### src/rtl/registered_demultiplexer_mxn.sv
// One-to-M registered demultiplexer: each output channel holds one word behind a
// valid/ready handshake; out-of-range selects are swallowed and flagged in sel_err.
module registered_demultiplexer_mxn #(
  parameter  int unsigned M     = 8,
  parameter  int unsigned N     = 5,
  localparam int unsigned SEL_W = $clog2(M)
) (
  input  logic             clk,
  input  logic             rst,
  input  logic [SEL_W-1:0] select,
  input  logic [N-1:0]     i,
  input  logic             enabler,
  output logic             in_ready,
  output logic [M*N-1:0]   o,
  output logic [M-1:0]     o_valid,
  input  logic [M-1:0]     o_ready,
  output logic             busy,
  output logic             sel_err
);

  logic [M-1:0][N-1:0] data_q, data_d;
  logic [M-1:0]        v_q, v_d;
  logic                sel_err_q, sel_err_d;
  logic [M-1:0]        hit;
  logic                in_range;
  logic                accept;

  // One-hot decode of select; an out-of-range select matches no channel, so it
  // never blocks the input and never loads anything.
  always_comb begin
    hit = '0;
    for (int unsigned k = 0; k < M; k++) begin
      hit[k] = (select == SEL_W'(k));
    end
  end

  assign in_range = |hit;
  assign in_ready = ~|(hit & v_q & ~o_ready);
  assign accept   = enabler && in_ready;

  always_comb begin
    data_d    = data_q;
    v_d       = v_q;
    sel_err_d = sel_err_q | (enabler && !in_range);
    for (int unsigned k = 0; k < M; k++) begin
      if (accept && hit[k]) begin
        data_d[k] = i;
        v_d[k]    = 1'b1;
      end else if (v_q[k] && o_ready[k]) begin
        data_d[k] = '0;
        v_d[k]    = 1'b0;
      end
    end
  end

  always_ff @(posedge clk or posedge rst) begin
    if (rst) begin
      data_q    <= '0;
      v_q       <= '0;
      sel_err_q <= 1'b0;
    end else begin
      data_q    <= data_d;
      v_q       <= v_d;
      sel_err_q <= sel_err_d;
    end
  end

  assign o       = data_q;
  assign o_valid = v_q;
  assign busy    = |v_q;
  assign sel_err = sel_err_q;

endmodule

### config.mk
export PLATFORM = sky130hd
export DESIGN_NAME = registered_demultiplexer_mxn
export DESIGN_NICKNAME = d
export VERILOG_FILES = /design/src/rtl/registered_demultiplexer_mxn.sv
export SDC_FILE = /design/constraint.sdc
export NUM_CORES = 1
export LEC_CHECK = 0
export ABC_AREA = 1
export ABC_CLOCK_PERIOD_IN_PS = 3500
export BUFFER_PORTS_ARGS = -buffer_cell sky130_fd_sc_hd__buf_2
export CAP_MARGIN = 20
export CORE_MARGIN = 2
export CORE_UTILIZATION = 56
export DETAILED_ROUTE_END_ITERATION = 10
export PLACE_DENSITY = 0.94
export SYNTH_ARGS = -nofsm -noshare
export SYNTH_HDL_FRONTEND = slang
export SYNTH_SLANG_ARGS = --single-unit
### constraint.sdc
create_clock -name clk -period 3.5 [get_ports clk]
set_input_delay 0.7 -clock clk [delete_from_list [all_inputs] [get_ports clk]]
set_output_delay 0.7 -clock clk [all_outputs]
set_load 0.02 [all_outputs]
# [Yosys cells after proc, flatten, opt, wreduce, memory -nomap -nowiden]
# Cells that the tools add are included.
[totals] reg_bits=49 latch_bits=0 mem_bits_rw=0 romBits=0 inputBits=19 n_memories=0
[classes] n_addsub=0 multipliers=0 div_mod_pow=0 n_lt_le_gt_ge=0 eq_ne=7 shift=0 mux=32 bitwise=4 reduce_logical=32
[op_table] operator="$mux 5" count=16
[op_table] operator="$reduce_or 8->1" count=3
[op_table] operator="$logic_and 1x1->1" count=18
[op_table] operator="$and 8x8->8" count=2
[op_table] operator="$mux 1" count=16
[op_table] operator="$reduce_bool 2->1" count=8
[op_table] operator="$eq 3x3->1 const B" count=4
[op_table] operator="$not 8->8" count=1
[op_table] operator="$eq 3x2->1 const B" count=2
[op_table] operator="$eq 3x1->1 const B" count=1
[op_table] operator="$logic_not 3->1" count=1
[op_table] operator="$logic_not 1->1" count=2
[op_table] operator="$or 1x1->1" count=1

# [Longest topological paths before layout]
# Gate-level depths: netlist (run 1).
[depth] depth_word=8 depth_mapped=10 mapped_depth_nobuf=9

# [Least setup slack after synthesis (run 1)]
# OpenSTA, ideal clock, no wires.
[synth_path] kind="input to output" start="in select[2]" end="out in_ready" t_arrival_ps=1644 setup_slack_ps=1156 cell_stages=8 n_path_buf=2 path_cell_list="buf_2 > inv_2 > nand3_1 > nor2_1 > nor2_1 > nand3_1 > nor2_2 > buf_2"
[synth_between] elab_chain_cells=5 word_cells_on_any_way=12
[synth_lines] item="start: declaration" line_no="10" text="input logic [SEL_W-1:0] select,"
[synth_lines] item="$eq 3x1->1 (tied with other cells)" line_no="33" text="hit[k] = (select == SEL_W'(k));"
[synth_lines] item="$and 8x8->8 * (2 in a row)" line_no="38" text="assign in_ready = ~|(hit & v_q & ~o_ready);"
[synth_lines] item="$reduce_or 8->1 *" line_no="38"
[synth_lines] item="$logic_not 1->1 *" line_no="38"
[synth_lines] item="end: declaration" line_no="13" text="output logic in_ready,"
# Every way passes the cells marked *; elsewhere a longest branch is shown, timed or not.

# [Worst setup path in the final report (run 1)]
# Same ends and word-level chain as after synthesis.

==> results of run 1 <==
## cell usage in the layout, fill, tap and decap left out, types with 3 or more instances in the layout
| cell type | n |
|---|---|
| inv_1 | 12 |
| nor2_1 | 12 |
| nand4_4 | 8 |
| buf_2 | 69 |
| inv_2 | 5 |
| clkbuf_8 | 7 |
| o21ai_1 | 4 |
| nand4_1 | 40 |
| nand2_1 | 65 |
| dfrtp_1 | 49 |
| nor3_1 | 3 |
| nand3_1 | 47 |
## state kept, by name, summed over array words and instances (netlist names)
| register | flops |
|---|---|
| o | 40 |
| o_valid | 8 |
| sel_err | 1 |
## worst reg2reg max path, stage by stage (launching register included)
cell and delay (ps):
dfrtp_1 430, nand2_1 160, nor2_1 70, nor2_1 120
nand3_1 110, nor2_2 130, buf_4 360, nand4_1 180
nand2_1 140
## metrics by stage
stage | setup WS, ps | util | cells | cell area (µm²)
finish | 1100 | 0.684 | 388 | 2940
global route | 1010 | 0.684 | 388 | 2940
CTS | 1100 | 0.680 | 387 | 2920
detailed placement | 1100 | 0.656 | 379 | 2820
global placement | 1140 | 0.656 | 379 | 2820
floorplan | 1160 | - | 274 | 2470
## metal layers
layer  part of all wire  up-vias  wire, µm  GRT usage
met5                  0        -         0          0
met4              0.016        0        99      0.103
met1               0.40     1107      2420      0.338
met3              0.081       14       494     0.0707
met2               0.51       99      3100      0.403
li1                   -     1086         -          -
## cells by family after synthesis
family          synth area share
simple gates               0.441
flops                      0.496
buf+inv                   0.0552
compound gates           0.00810
## how the worst max path moves through the flow
stage                          from       end  depth (start not counted)
final                     select[2]  in_ready                          6
after floorplan           select[2]  in_ready                          8
after detailed placement  select[2]  in_ready                          6
after global routing      select[2]  in_ready                          8
after global placement    select[2]  in_ready                          6
after CTS                 select[2]  in_ready                          6
## layout make-up
class                           instances  area (µm²)
Fill cell                             343        1360
Sequential cell                        49        1230
Multi-Input combinational cell        191        1110
Timing Repair Buffer                   71         373
Clock buffer                            7        96.3
Tap cell                               52        65.1
Inverter                               17        63.8
Clock inverter                          1        5.00
## power by group
group	leakage (nW)	internal (W)	switching, W	total [W]
Sequential	0.646	0.000652	0.0000482	0.000700
Clock	0.0542	0.000179	0.000185	0.000363
Combinational	0.919	0.000125	0.000271	0.000396
==> results.md, run 1 <==
- Maximum clock path buffer count: 2
- Synth top area cells: dfrtp_1, nand4_1, nand2_1
- Final Hold Fails: 0
- Peak Freq: 416 MHz
- Number of global-route vias before repair: 2142
- Clock transition at the registers of the reported paths: 90 ps
- Synth cell count leaders: nand2_1, dfrtp_1, nand3_1, nand4_1, inv_1
- Worst slew pin tran: 1040 ps
- Post-detail-place hpwl: 4.37 mm
- # setup viols final: 0
- EDFF count, synth: 0
- Hold Path Cell Cnt: 0
- CP max FO: 8
- Hold endpoint: sel_err
- Core outline area: 0.00429 mm²
- Synth unique cells: 20
- Register-to-Register Path Depth: 8
- Slew Limit Fails: 0
- Avg WL per Cell: 15.8 µm
- Setup crit start kind: input port
- Status: complete, no violations
- Period minus WS final: 2400 ps
- Vias/cell: 5.94
- Post-synth top area share: 0.496
- CTS H-tree depth: 2
- Post-synth ARST share: 1.00
- Grt total ovfl: 0
- Synthesized Nets: 293
- # IOs: 70
- Residual DRC: 0
- Post-CTS setup buffers: 0
- Worst path top cell family by delay: simple AND/OR/NAND/NOR gates
- Share of layout cells above drive strength 1: 0.304
- Via count: 2306
- Crit path cell chain: buf_2, nor3_4, nand2_1, nand3_1, nor2_2, buf_2
- Power Density: 497 mW/mm²
- CP arrival: 1700 ps
- Worst R2R End: o[2]
- Worst setup EP type: output pin
- Cell area after synthesis: 0.00247 mm²
- Post-route clock skew: 7.28 ps
- WHS: 380 ps
- PortBufs: 69
- Diodes inserted: 0
- Most common cell in the netlist: nand2_1
- Routability cong.: 0.898
- Largest net degree at the start of global routing: 50
- Detailed Route WL: 6.12 mm
- Hold Crit Class: flip-flop to flip-flop
- # hold bufs at CTS: 0
- Clock sink total: 49
- CTS root buf: clkbuf_8
- Remaining antenna violation count: 0
- Num CTS Buffers: 5
- Seq/Total Area, Yosys: 0.496
- Initial Utilization: 0.576
- Area leader, netlist: dfrtp_1
- Worst slew margin: 0.309
- Req. time, crit path: 2800 ps
- Post-Syn Instances: 274
- CTS tree: yes
- Final TNS setup: 0 ps
- Initial antenna violation count: 0
- Die Wd: 70.4 µm
- Synthesis-to-layout area growth: 18.9%
- Leakage power total: 1.62 nW
- First-pass GRT wire length: 10.0 mm
- Mean post-synth cell area: 9.02 µm²
- Max-cap violations: 0
- Slowest stage delay, CP: 360 ps
- # rows: 24
- Period utilization: 0.687
- Most frequent CP cell: buf_2
- Die H: 70.4 µm
- R2R setup slack: 1740 ps
- Syn. warnings: 0
- Crit path kind: input port to output pin
- GRT Resource Usage Total: 0.257
- Hold path startpoint: sel_err
- Reg2reg start: o_valid[3]
- Flops & latches, synth: 49
- Die area: 0.00496 mm²
- Ys flop type: dfrtp_1
- Post-CTS resize count: 0
- Starting DRT DRC Count: 196
- RSZ-0062 raised after global routing: false
- Clock latency on the worst-skew pair: 310 ps
- DRT Pass-1 Iters: 5
- Slowest-stage cell, CP: nor3_4
- Final #Nets: 354
- Power Total: 0.00146 W
- Worst Path Buf+Inv: 2
- Worst vdd ir: 262 µV
No activity file was read; power rests on OpenSTA's default activity.
==> inputs of run 2 (changes only) <==
==> config.mk (replaced) <==
export PLATFORM = sky130hd
export DESIGN_NAME = registered_demultiplexer_mxn
export DESIGN_NICKNAME = d
export VERILOG_FILES = /design/src/rtl/registered_demultiplexer_mxn.sv
export SDC_FILE = /design/constraint.sdc
export NUM_CORES = 1
export LEC_CHECK = 0
export ABC_AREA = 0
export ABC_CLOCK_PERIOD_IN_PS = 2100
export BUFFER_PORTS_ARGS = -buffer_cell sky130_fd_sc_hd__buf_2
export CAP_MARGIN = 20
export CORE_MARGIN = 2
export CORE_UTILIZATION = 45
export DETAILED_ROUTE_END_ITERATION = 10
export PLACE_DENSITY = 0.84
export SYNTH_ARGS = -nofsm -noshare
export SYNTH_HDL_FRONTEND = slang
export SYNTH_SLANG_ARGS = --single-unit
==> constraint.sdc (replaced) <==
create_clock -name clk -period 2.1 [get_ports clk]
set_input_delay 0.42 -clock clk [delete_from_list [all_inputs] [get_ports clk]]
set_output_delay 0.42 -clock clk [all_outputs]
set_load 0.02 [all_outputs]
==> results.md, run 2 <==
- Status: complete, but fails checks
- Failing checks: setup timing
- # hold bufs at CTS: 0
- Starting DRT DRC Count: 89
- CTS H-tree depth: 2
- Post-synth ARST share: 1.00
- First-pass GRT wire length: 8.26 mm
- # setup viols final: 1
- Clock sink total: 49
- Cell area after synthesis: 0.00222 mm²
- Period minus WS final: 2100 ps
- Diodes inserted: 0
- # rows: 25
- Seq/Total Area, Yosys: 0.552
- Via count: 1646
- CTS root buf: clkbuf_8
- Crit path kind: flip-flop to output pin
- Final core utilization: 0.598
- Req. time, crit path: 1680 ps
- Mean post-synth cell area: 12.1 µm²
- Final Hold Fails: 0
- Power Density: 848 mW/mm²
- Synthesis-to-layout area growth: 28.1%
- Most common cell in the netlist: nand2_1
- EDFF count, synth: 0
- Clock transition at the registers of the reported paths: 100 ps
- Num CTS Buffers: 5
- Hold Crit Class: input port to async pin
- PortBufs: 69
- Post-detail-place hpwl: 3.80 mm
- Slew Limit Fails: 0
- Commonest cells after routing, fill and taps aside: buf_2, nand2_1, dfrtp_1
- Worst setup EP type: output pin
- Final #Nets: 291
- Remaining antenna violation count: 0
- Die area: 0.00551 mm²
- Worst slew pin tran: 510 ps
- Die Wd: 74.3 µm
- Worst slew margin: 0.660
- Die H: 74.3 µm
- Residual DRC: 0
- # IOs: 70
- Max reg flops: 40
- Core outline area: 0.00475 mm²
- Initial Utilization: 0.467
- DRT Pass-1 Iters: 4
- Flop pwr share: 0.488
- Synth cell count leaders: nand2_1, dfrtp_1, mux2i_1, inv_1, nand2b_1
- Share of layout cells above drive strength 1: 0.414
- Switching share of total power: 0.346
- CP arrival: 1680 ps
- Setup crit start kind: flip-flop
- Number of global-route vias before repair: 1608
- Fin worst setup slack: -0.835 ps
- Clk pwr share: 0.227
- Post-route clock skew: 9.05 ps
- Synth top area cells: dfrtp_1, mux2i_1, nand2_1
- RSZ-0062 raised after global routing: true
- Max-cap violations: 0
- CP max FO: 2
- Period utilization: 1.00
- Initial antenna violation count: 0
- Routability cong.: 0.779
- Maximum clock path buffer count: 2
- Flops & latches, synth: 49
- Synthesized Nets: 203
- Area leader, netlist: dfrtp_1
- Detailed Route WL: 5.31 mm
- P_sw: 0.000836 W
- Synth unique cells: 22
- Post-synth top area share: 0.552
- Clock latency on the worst-skew pair: 310 ps
- CTS tree: yes
- Largest net degree at the start of global routing: 29
- Area post-placement: 0.00265 mm²
- Syn. warnings: 0
- Place WS: 64.7 ps
- Avg WL per Cell: 15.6 µm
- Vias/cell: 4.84
- Grt total ovfl: 0
- Most common cell after layout, fill and taps aside: buf_2
- Logic pwr share: 0.285
- Peak Freq: 476 MHz
- Post-Syn Instances: 184
- Worst vdd ir: 442 µV
- GRT Resource Usage Total: 0.207
- Post-route cell area: 0.00285 mm²
- Internal: 0.00158 W
- Ys flop type: dfrtp_1
- Leakage power total: 1.60 nW
## run 2: cell types whose count changed after synthesis, moves of 5 or more
cell | previous run | this run
nand2_1 | 65 | 53
buf_2 | 7 | 0
nand3_1 | 47 | 0
nand4_4 | 8 | 0
nand4_1 | 40 | 0
inv_1 | 13 | 7
nand2b_1 | 0 | 6
mux2i_1 | 0 | 40
nor2_1 | 12 | 1
buf_1 | 5 | 0
## run 2: worst max-delay path, stage by stage (launching register included)
cell      delay, ps
dfrtp_1         390
nand2b_1         90
mux4_2          470
mux2_4          290
buf_6           130
## run 2: repair_timing
item / 4_1_cts / 5_1_grt
setup buffers: 10 / 3
endpoints found under the setup margin: 1 / 1
resized for setup: 6 / 0
## run 2: stage by stage
step	setup TNS, ps	instances	hold WS (ps)	total power, W
6_report	-0.835	340	125	0.00241
5_1_grt	-48.1	340	158	0.00254
4_1_cts	0	337	132	0.00243
3_5_place_dp	0	319	363	0.00187
3_3_place_gp	0	319	362	0.00184
2_1_floorplan	0	184	567	0.00161
## run 2: path summary, 6_finish.rpt
check / from / to / slack (ps) / cells after the start
hold / removal: rst / sel_err / 120 / 2
min in group clk: sel_err / sel_err / 390 / 0
hold reg to reg: sel_err / sel_err / 390 / 0
setup / recovery: o_valid[3] / in_ready / -0.8 / 4
max in group asynchronous: rst / o_valid[1] / 1430 / 3
setup reg to reg: o_valid[3] / o[18] / 710 / 5
## run 2: kinds of logic (layout without fill, tap and decap cells)
kind of cell	after synthesis	in the layout	synth area share
buf+inv	11	100	0.0287
simple gates	77	77	0.205
mux	43	43	0.206
flops	49	49	0.552
compound gates	4	4	0.00901
## run 2: per-layer routing
layer / global-route usage / up-vias / wire length (µm)
met2: 0.333 / 63 / 2510
met5: 0 / - / 0
met3: 0.0569 / 11 / 352
met1: 0.264 / 782 / 2320
li1: - / 790 / -
met4: 0.0933 / 0 / 128
## run 2: cell type report
class / instances / area (µm²)
inverter: 7 / 26.3
multi-input combinational: 124 / 935
timing repair buffer: 85 / 484
clock buffer: 5 / 68.8
fill: 434 / 1910
sequential: 49 / 1230
tap: 67 / 83.8
clock inverter: 3 / 17.5
## run 2: power groups by stage
stage | sequential, W | combinational [W] | clock [W]
floorplan | 0.00140 | 0.000219 | 0
global placement | 0.00120 | 0.000647 | 0
detailed placement | 0.00120 | 0.000668 | 0
CTS | 0.00118 | 0.000692 | 0.000558
global route | 0.00120 | 0.000747 | 0.000595
finish | 0.00118 | 0.000688 | 0.000547
==> inputs of run 3 (changes only) <==
==> config.mk (replaced) <==
export PLATFORM = sky130hd
export DESIGN_NAME = registered_demultiplexer_mxn
export DESIGN_NICKNAME = d
export VERILOG_FILES = /design/src/rtl/registered_demultiplexer_mxn.sv
export SDC_FILE = /design/constraint.sdc
export NUM_CORES = 1
export LEC_CHECK = 0
export ABC_AREA = 0
export ABC_CLOCK_PERIOD_IN_PS = 2300
export BUFFER_PORTS_ARGS = -buffer_cell sky130_fd_sc_hd__clkbuf_2
export CAP_MARGIN = 20
export CORE_MARGIN = 2
export CORE_UTILIZATION = 50
export DETAILED_ROUTE_END_ITERATION = 10
export PLACE_DENSITY = 0.87
export SYNTH_ARGS = -nofsm -noshare
export SYNTH_HDL_FRONTEND = slang
export SYNTH_SLANG_ARGS = --single-unit
==> constraint.sdc (replaced) <==
create_clock -name clk -period 2.3 [get_ports clk]
set_input_delay 0.46 -clock clk [delete_from_list [all_inputs] [get_ports clk]]
set_output_delay 0.46 -clock clk [all_outputs]
set_load 0.02 [all_outputs]
==> results.md, run 3 (synthesized netlist as in run 2, its figures left out) <==
- Post-CTS resize count: 0
- Initial Utilization: 0.514
- # rows: 24
- Crit path kind: flip-flop to output pin
- Clock latency on the worst-skew pair: 300 ps
- Routability cong.: 0.802
- Max-cap violations: 0
- Die area: 0.00499 mm²
- Post-route clock skew: 3.01 ps
- Clock transition at the registers of the reported paths: 80 ps
- Req. time, crit path: 1840 ps
- Power Density: 812 mW/mm²
- CP arrival: 1730 ps
- Residual DRC: 0
- DRT Pass-1 Iters: 4
- Clock sink total: 49
- Diodes inserted: 0
- Synthesis-to-layout area growth: 21.5%
- Peak Freq: 456 MHz
- Period minus WS final: 2190 ps
- Grt total ovfl: 0
- CP max FO: 4
- Leakage power total: 1.51 nW
- Largest net degree at the start of global routing: 34
- Setup crit start kind: flip-flop
- Worst slew margin: 0.722
- Number of global-route vias before repair: 1558
- Post-route non-filler standard cell count: 310
- Hold Crit Class: input port to async pin
- Final #Nets: 277
- CTS H-tree depth: 2
- Final TNS setup: 0 ps
- Cells after DPL: 303
- Die H: 70.6 µm
- Most common cell after layout, fill and taps aside: clkbuf_2
- R2R setup slack: 1020 ps
- # IOs: 70
- Final core utilization: 0.624
- Status: complete, no violations
- Post-CTS setup buffers: 0
- Worst vdd ir: 415 µV
- Worst slew pin tran: 416 ps
- Starting DRT DRC Count: 114
- # setup viols final: 0
- # hold bufs at CTS: 0
- Via count: 1590
- Max reg flops: 40
- Worst setup EP type: output pin
- CTS tree: yes
- First-pass GRT wire length: 7.92 mm
- Slew Limit Fails: 0
- Post-detail-place hpwl: 3.62 mm
- Initial antenna violation count: 0
- Maximum clock path buffer count: 2
- Num CTS Buffers: 5
- Remaining antenna violation count: 0
- Period utilization: 0.954
- FILL cells: 375
- Avg WL per Cell: 15.5 µm
- Final Hold Fails: 0
- GRT Resource Usage Total: 0.206
- Detailed Route WL: 4.81 mm
- RSZ-0062 raised after global routing: false
- Vias/cell: 5.13
- Core outline area: 0.00432 mm²
- CTS root buf: clkbuf_8
- Commonest cells after routing, fill and taps aside: clkbuf_2, nand2_1, dfrtp_1
- Share of layout cells above drive strength 1: 0.368
- Die Wd: 70.6 µm
- PortBufs: 69
[run 3: changes by cell type in the layout (fill, tap and decap cells not counted)]
cell	previous run	this run
buf_4	15	2
buf_2	68	0
dfrtp_1	46	49
clkbuf_8	5	6
buf_12	1	0
clkbuf_2	0	69
clkinv_2	2	0
buf_6	1	0
mux2_2	0	1
dfrtp_2	3	0
mux2_4	1	0
[run 3: power breakdown]
| group | switching (W) | internal, W |
|---|---|---|
| clock network | 0.000273 | 0.000238 |
| logic | 0.000386 | 0.000206 |
| registers | 0.0000849 | 0.00100 |
[run 3: cell type report]
cell class | instances | area, µm² | area share
clock buffers | 6 | 82.6 | 0.0306
clock inverters | 1 | 7.51 | 0.00278
inverters | 7 | 26.3 | 0.00974
multi-input cells | 124 | 931 | 0.345
flip-flops and latches | 49 | 1230 | 0.454
well taps | 52 | 65.1 | 0.0241
repair buffers | 71 | 360 | 0.134
[run 3: worst max-delay path, cell delays in order, from the launching register on]
cell	delay (ps)
dfrtp_1	430
nand2b_1	120
mux4_2	460
mux2_2	280
clkbuf_2	150
[run 3: layer usage]
| layer | up-vias | share of wire | global-route usage |
|---|---|---|---|
| met5 | - | 0 | 0 |
| met4 | 0 | 0.0056 | 0.0377 |
| met1 | 774 | 0.46 | 0.286 |
| met3 | 2 | 0.060 | 0.0641 |
| li1 | 766 | - | - |
| met2 | 48 | 0.48 | 0.328 |
[run 3: per-stage QoR]
stage / total power, W / hold slack [ps] / area (µm²) / setup slack (ps)
2_1_floorplan: 0.00147 / 567 / 2220 / 449
3_3_place_gp: 0.00168 / 364 / 2610 / 203
3_5_place_dp: 0.00170 / 368 / 2610 / 196
4_1_cts: 0.00221 / 102 / 2700 / 87.1
5_1_grt: 0.00231 / 131 / 2700 / 15.6
6_report: 0.00219 / 98.4 / 2700 / 105
[run 3: path summary, 6_finish.rpt]
check / cells after the start / startpoint / endpoint
min in group clk: 0 / sel_err / sel_err
setup / recovery: 4 / o_valid[6] / in_ready
hold / removal: 2 / rst / o[31]
setup reg to reg: 3 / o_valid[6] / o[30]
max in group asynchronous: 3 / rst / o[5]
hold reg to reg: 0 / sel_err / sel_err
